**config.mk**
```make
export PLATFORM = sky130hd
export DESIGN_NAME = detector_xcheck
export DESIGN_NICKNAME = d
export VERILOG_FILES = /design/src/rtl/detector_xcheck_pkg.sv /design/src/rtl/bit_delay_line.sv /design/src/rtl/detector_xcheck.sv
export SDC_FILE = /design/constraint.sdc
export NUM_CORES = 1
export LEC_CHECK = 0
export ABC_AREA = 1
export CAP_MARGIN = 20
export CORE_MARGIN = 2
export CORE_UTILIZATION = 50
export CTS_CLUSTER_DIAMETER = 30
export CTS_CLUSTER_SIZE = 24
export DETAILED_ROUTE_END_ITERATION = 10
export HOLD_SLACK_MARGIN = 0.05
export PLACE_DENSITY = 0.77
export SYNTH_ARGS = -nofsm -noshare
export SYNTH_HDL_FRONTEND = slang
export SYNTH_HIERARCHICAL = 1
export SYNTH_SLANG_ARGS = --single-unit
```
**constraint.sdc**
```tcl
create_clock -name clk -period 1.95 [get_ports clk]
set_input_delay 0.195 -clock clk [delete_from_list [all_inputs] [get_ports clk]]
set_output_delay 0.195 -clock clk [all_outputs]
set_load 0.005 [all_outputs]
```
**src/rtl/detector_xcheck_pkg.sv**
```systemverilog
// detector_xcheck_pkg
// Shared types and helpers for the Mealy/Moore detector cross-checker.
//   state_t   : checker FSM state (WARMUP, COMPARE, FAULT), 2-bit encoding
//   DEF_*     : default parameter values used by detector_xcheck
//   sat_inc   : saturating increment for counters up to 32 bits wide
package detector_xcheck_pkg;

   typedef enum logic [1:0] {
      WARMUP  = 2'd0,
      COMPARE = 2'd1,
      FAULT   = 2'd2
   } state_t;

   localparam int DEF_CNT_W      = 8;
   localparam int DEF_CYC_W      = 16;
   localparam int DEF_LAT        = 1;
   localparam int DEF_WARMUP_CYC = 2;

   // Increment value unless it already sits at the all-ones value of a
   // counter that is 'width' bits wide. Callers zero-extend into and
   // truncate out of the 32-bit working width.
   function automatic logic [31:0] sat_inc(input logic [31:0] value,
                                           input int unsigned width);
      logic [31:0] max_val;
      if (width >= 32)
         max_val = '1;
      else
         max_val = (32'd1 << width) - 32'd1;
      if (value == max_val)
         return value;
      else
         return value + 32'd1;
   endfunction

endpackage

```
**src/rtl/bit_delay_line.sv**
```systemverilog
// bit_delay_line
// Delays a single-bit stream by LAT clock cycles so that one detector's
// output can be lined up against another detector that answers later.
// Ports:
//   clk  : rising-edge clock
//   rst  : asynchronous active-high reset, clears the line
//   clr  : synchronous clear, clears the line (sample on that edge dropped)
//   din  : bit entering the line
//   dout : din delayed by LAT cycles (combinational pass-through when LAT=0)
module bit_delay_line #(
   parameter int LAT = 1
) (
   input  logic clk,
   input  logic rst,
   input  logic clr,
   input  logic din,
   output logic dout
);

   generate
      if (LAT == 0) begin : g_passthru
         assign dout = din;
      end else begin : g_shift
         logic [LAT-1:0] sr;

         // Shift toward the MSB; the oldest sample leaves from the top bit.
         always_ff @(posedge clk or posedge rst) begin
            if (rst)
               sr <= '0;
            else if (clr)
               sr <= '0;
            else
               sr <= (sr << 1) | LAT'(din);
         end

         assign dout = sr[LAT-1];
      end
   endgenerate

endmodule

```
**src/rtl/detector_xcheck.sv**
```systemverilog
// detector_xcheck
// Synthesizable self-check placed after a Mealy/Moore sequence-detector
// pair. The Mealy output is delayed to line up with the Moore output, then
// the two are compared once a short warm-up has elapsed. Detections and
// mismatches are counted, and the first disagreement latches a sticky fault
// together with the cycle stamp at which it happened.
// Ports:
//   clk, rst        : clock, asynchronous active-high reset
//   clr             : synchronous clear of all state, wins over everything
//   mealy_in        : Mealy detector output
//   moore_in        : Moore detector output
//   det_count       : cycles with moore_in=1 (saturating)
//   mism_count      : compared cycles with a mismatch (saturating)
//   err             : sticky fault flag
//   first_mism_cyc  : cycle stamp of the first mismatch
//   cmp_valid       : comparison active (COMPARE or FAULT)
module detector_xcheck
   import detector_xcheck_pkg::*;
#(
   parameter int CNT_W      = DEF_CNT_W,
   parameter int CYC_W      = DEF_CYC_W,
   parameter int LAT        = DEF_LAT,
   parameter int WARMUP_CYC = DEF_WARMUP_CYC
) (
   input  logic             clk,
   input  logic             rst,
   input  logic             clr,
   input  logic             mealy_in,
   input  logic             moore_in,
   output logic [CNT_W-1:0] det_count,
   output logic [CNT_W-1:0] mism_count,
   output logic             err,
   output logic [CYC_W-1:0] first_mism_cyc,
   output logic             cmp_valid
);

   state_t           state;
   state_t           state_next;
   logic [3:0]       wcnt;
   logic [3:0]       wcnt_next;
   logic [CYC_W-1:0] cyc;
   logic             mealy_al;
   logic             mism;
   logic             capture;
   logic             cmp_active;

   bit_delay_line #(
      .LAT (LAT)
   ) u_align (
      .clk  (clk),
      .rst  (rst),
      .clr  (clr),
      .din  (mealy_in),
      .dout (mealy_al)
   );

   assign mism       = mealy_al ^ moore_in;
   assign cmp_active = (state == COMPARE) || (state == FAULT);

   // Next-state logic. The cycle on which WARMUP hands over to COMPARE is
   // still a warm-up cycle, so a mismatch there is ignored. FAULT only
   // leaves through rst or clr, handled in the register block.
   always_comb begin
      state_next = state;
      wcnt_next  = wcnt;
      capture    = 1'b0;
      case (state)
         WARMUP: begin
            if (wcnt == 4'(WARMUP_CYC - 1)) begin
               state_next = COMPARE;
               wcnt_next  = '0;
            end else begin
               wcnt_next = wcnt + 4'd1;
            end
         end
         COMPARE: begin
            if (mism) begin
               state_next = FAULT;
               capture    = 1'b1;
            end
         end
         FAULT: begin
            state_next = FAULT;
         end
         default: begin
            state_next = WARMUP;
            wcnt_next  = '0;
         end
      endcase
   end

   // State, stamp and counters. clr behaves like a synchronous reset and
   // discards whatever the inputs carry on that edge. err and cmp_valid are
   // registered from the next state so they track the FSM without a
   // decode path on the outputs.
   always_ff @(posedge clk or posedge rst) begin
      if (rst) begin
         state          <= WARMUP;
         wcnt           <= '0;
         cyc            <= '0;
         det_count      <= '0;
         mism_count     <= '0;
         first_mism_cyc <= '0;
         err            <= 1'b0;
         cmp_valid      <= 1'b0;
      end else if (clr) begin
         state          <= WARMUP;
         wcnt           <= '0;
         cyc            <= '0;
         det_count      <= '0;
         mism_count     <= '0;
         first_mism_cyc <= '0;
         err            <= 1'b0;
         cmp_valid      <= 1'b0;
      end else begin
         state     <= state_next;
         wcnt      <= wcnt_next;
         cyc       <= CYC_W'(sat_inc(32'(cyc), CYC_W));
         err       <= (state_next == FAULT);
         cmp_valid <= (state_next != WARMUP);
         if (moore_in)
            det_count <= CNT_W'(sat_inc(32'(det_count), CNT_W));
         if (cmp_active && mism)
            mism_count <= CNT_W'(sat_inc(32'(mism_count), CNT_W));
         if (capture)
            first_mism_cyc <= cyc;
      end
   end

endmodule

```
==> out/results.ini <==
[flow_run]
drv_cap = 0

[clock_network]
cts.clk_slew.worst_paths_ps = 60
clk_latency_ps = 330
post-cts-setup-buffers = 0
cts_max_level = 3
tritoncts = yes
cts_root_buf = clkbuf_8
clockBufferDepth = 2
clkSinkCount = 57
cts_resized = 0
cts-buffers-inserted = 9

[cells_and_area]
n_antenna_cell = 0
layout-drive-gt1-share = 0.102
multi_input_comb_area_um2 = 1380
final_util = 0.626
area_growth_pct = 21.4
nNetsFinal = 449
fillers = 526
seqCellArea_um2 = 1430
fin_area_um2 = 3710

[setup_path]
worstSetupEndpointType = flop
critical_path_class = reg2reg
critPathArrivalTime_ps = 1820
path_max_fanout = 11
required_ps = 2170
startpoint_type = flop

[sta]
hold_slack_ps = 404
slew_headroom = 0.761
period_needed_ps = 1610
hold_viol_final = 0
setup_viol = 0
rsz0062_at_grt = false
max_clock_freq_mhz = 622
report.final.slew_viol_count = 0
worst_pin_slew_ps = 357
finalCritPeriodShare = 0.824
fin_setup_tns_ps = 0
skew_ps = 3.98

[yosys]
yosysSeqAreaShare = 0.467
yosys_warnings = 6
synth_nets = 405
synthCells = 391
synth.avg_cell_area_um2 = 7.81
netlist_area_um2 = 3050
ys_seq_elements = 57
ys_types = 27

[status]
outcome = finished clean

[floorplan]
coreArea_um2 = 5920
start_util = 0.516
rows = 28
io_pins = 39
chipHeight_um = 82.1
dieArea_um2 = 6750
die_w_um = 82.1

[hold_path]
hold_class = in2reg

[grt]
track_usage = 0.212
grt_max_degree = 57
antenna_found_initial = 0
first_global_vias = 2500
grt_pass1_wl_um = 10800
overflow = 0

[power]
vdd_drop_max_v = 0.000488
p_leak_nw = 1.74
p_total_w = 0.00283
p_per_area_nw_per_um2 = 763

[placement]
portBuffers = 38
place_hpwl_um = 4640
gp_congestion = 0.847
post_dp_cell_area_um2 = 3520

[drt]
via_per_inst = 5.27
vias = 2712
dr.pass1.iters = 4
wire_per_inst_um = 12.6
route.detailed.drc = 0
detail_route.iter0.violations = 132
antenna_left = 0
routed_wl_um = 6490

[synth_stat cells]
library cell  instances  area (um2)
nand4_1              13        81.3
buf_1                 3        11.3
nor2_2                6        37.5
nand3b_1              1        7.51
buf_2                 3        15.0
o22ai_1               1        6.26
xnor2_1               1        8.76
nand3_4               1        17.5
o21ai_0              12        60.1
buf_4                 3        22.5
nand2_1             100         375
dfrtp_1              57        1430
o21bai_1              1        7.51
inv_2                 7        26.3
nor2_4                2        22.5
nor2_1               23        86.3
a21oi_1               6        30.0
nand3_2               3        30.0
or2_2                 2        12.5
nor3_1                1        5.00
inv_1                43         161
xor2_1                3        26.3
o21ai_1              25         125
ha_1                  9         113
buf_6                 1        11.3
nand3_1              59         295
nand2_2               5        31.3
[cell usage in the layout, fill, tap and decap left out, types with 8 or more instances in the layout]
master and instances:
inv_1 42, clkdlybuf4s50_1 38, o21ai_0 12, inv_2 8, clkbuf_8 11, ha_1 9, nand4_1 13, dfrtp_1 57
nand2_1 100, nor2_1 23, nand3_1 59, o21ai_1 25
[worst max-delay path, stage by stage, from the launching register on]
cell and delay (ps):
dfrtp_1 400, inv_1 100, ha_1 360, inv_2 70, o21ai_1 120, nand2_1 230, nand2_1 140, o21ai_1 80
[layout make-up]
type / instances / share of cell area
inverters: 50 / 0.0506
flip-flops and latches: 57 / 0.385
clock buffers: 13 / 0.0429
clock inverters: 3 / 0.00405
well taps: 75 / 0.0253
repair buffers: 43 / 0.120
multi-input cells: 274 / 0.372
[final timing paths]
check                                   start            endpoint  slack [ps]  depth (start not counted)
setup / recovery                     state[1]       mism_count[4]         340                          7
hold / removal                       mealy_in        u_align/dout         400                          3
setup reg to reg                     state[1]       mism_count[4]         340                          7
hold reg to reg            first_mism_cyc[15]  first_mism_cyc[15]         520                          2
max in group asynchronous                 rst   first_mism_cyc[2]         860                          4
min in group asynchronous                 rst        u_align/dout         610                          3
[per-layer routing]
| layer | global-route usage | part of all wire | up-vias |
|---|---|---|---|
| li1 | - | - | 1366 |
| met5 | 0 | 0 | - |
| met4 | 0.0833 | 0.0072 | 0 |
| met1 | 0.250 | 0.46 | 1282 |
| met2 | 0.363 | 0.49 | 58 |
| met3 | 0.0652 | 0.045 | 6 |
[flip-flops by register name, summed over array words and instances, names as in the netlist]
name            flops
state               2
mism_count          8
cmp_valid           1
err                 1
u_align/dout        1
first_mism_cyc     16
cyc                16
det_count           8
wcnt                4
[power breakdown]
group          switching, W  internal (W)  total, W
Clock              0.000438      0.000524  0.000962
Combinational      0.000327      0.000210  0.000537
Sequential        0.0000715       0.00126   0.00133
Total              0.000837       0.00199   0.00283
[repair_timing]
action,CTS,global route
setup endpoints to repair,0,0
endpoints found under the hold margin,1,0
hold buffers,1,0
[cell families (layout without fill, tap and decap cells)]
family,Yosys count,count (layout),synth area share
simple gates,216,216,0.328
buf+inv,60,109,0.0811
flops,57,57,0.467
xor+xnor,4,4,0.0115
fa+ha+maj,9,9,0.0369
compound gates,45,45,0.0750
[through the flow]
step                      worst slack (ps)  cells
final                                  342    515
after global placement                 359    498
after floorplan                        384    391
after global routing                   166    515
after detailed placement               310    498
after CTS                              328    515
Power figures use the tool's default switching activity.
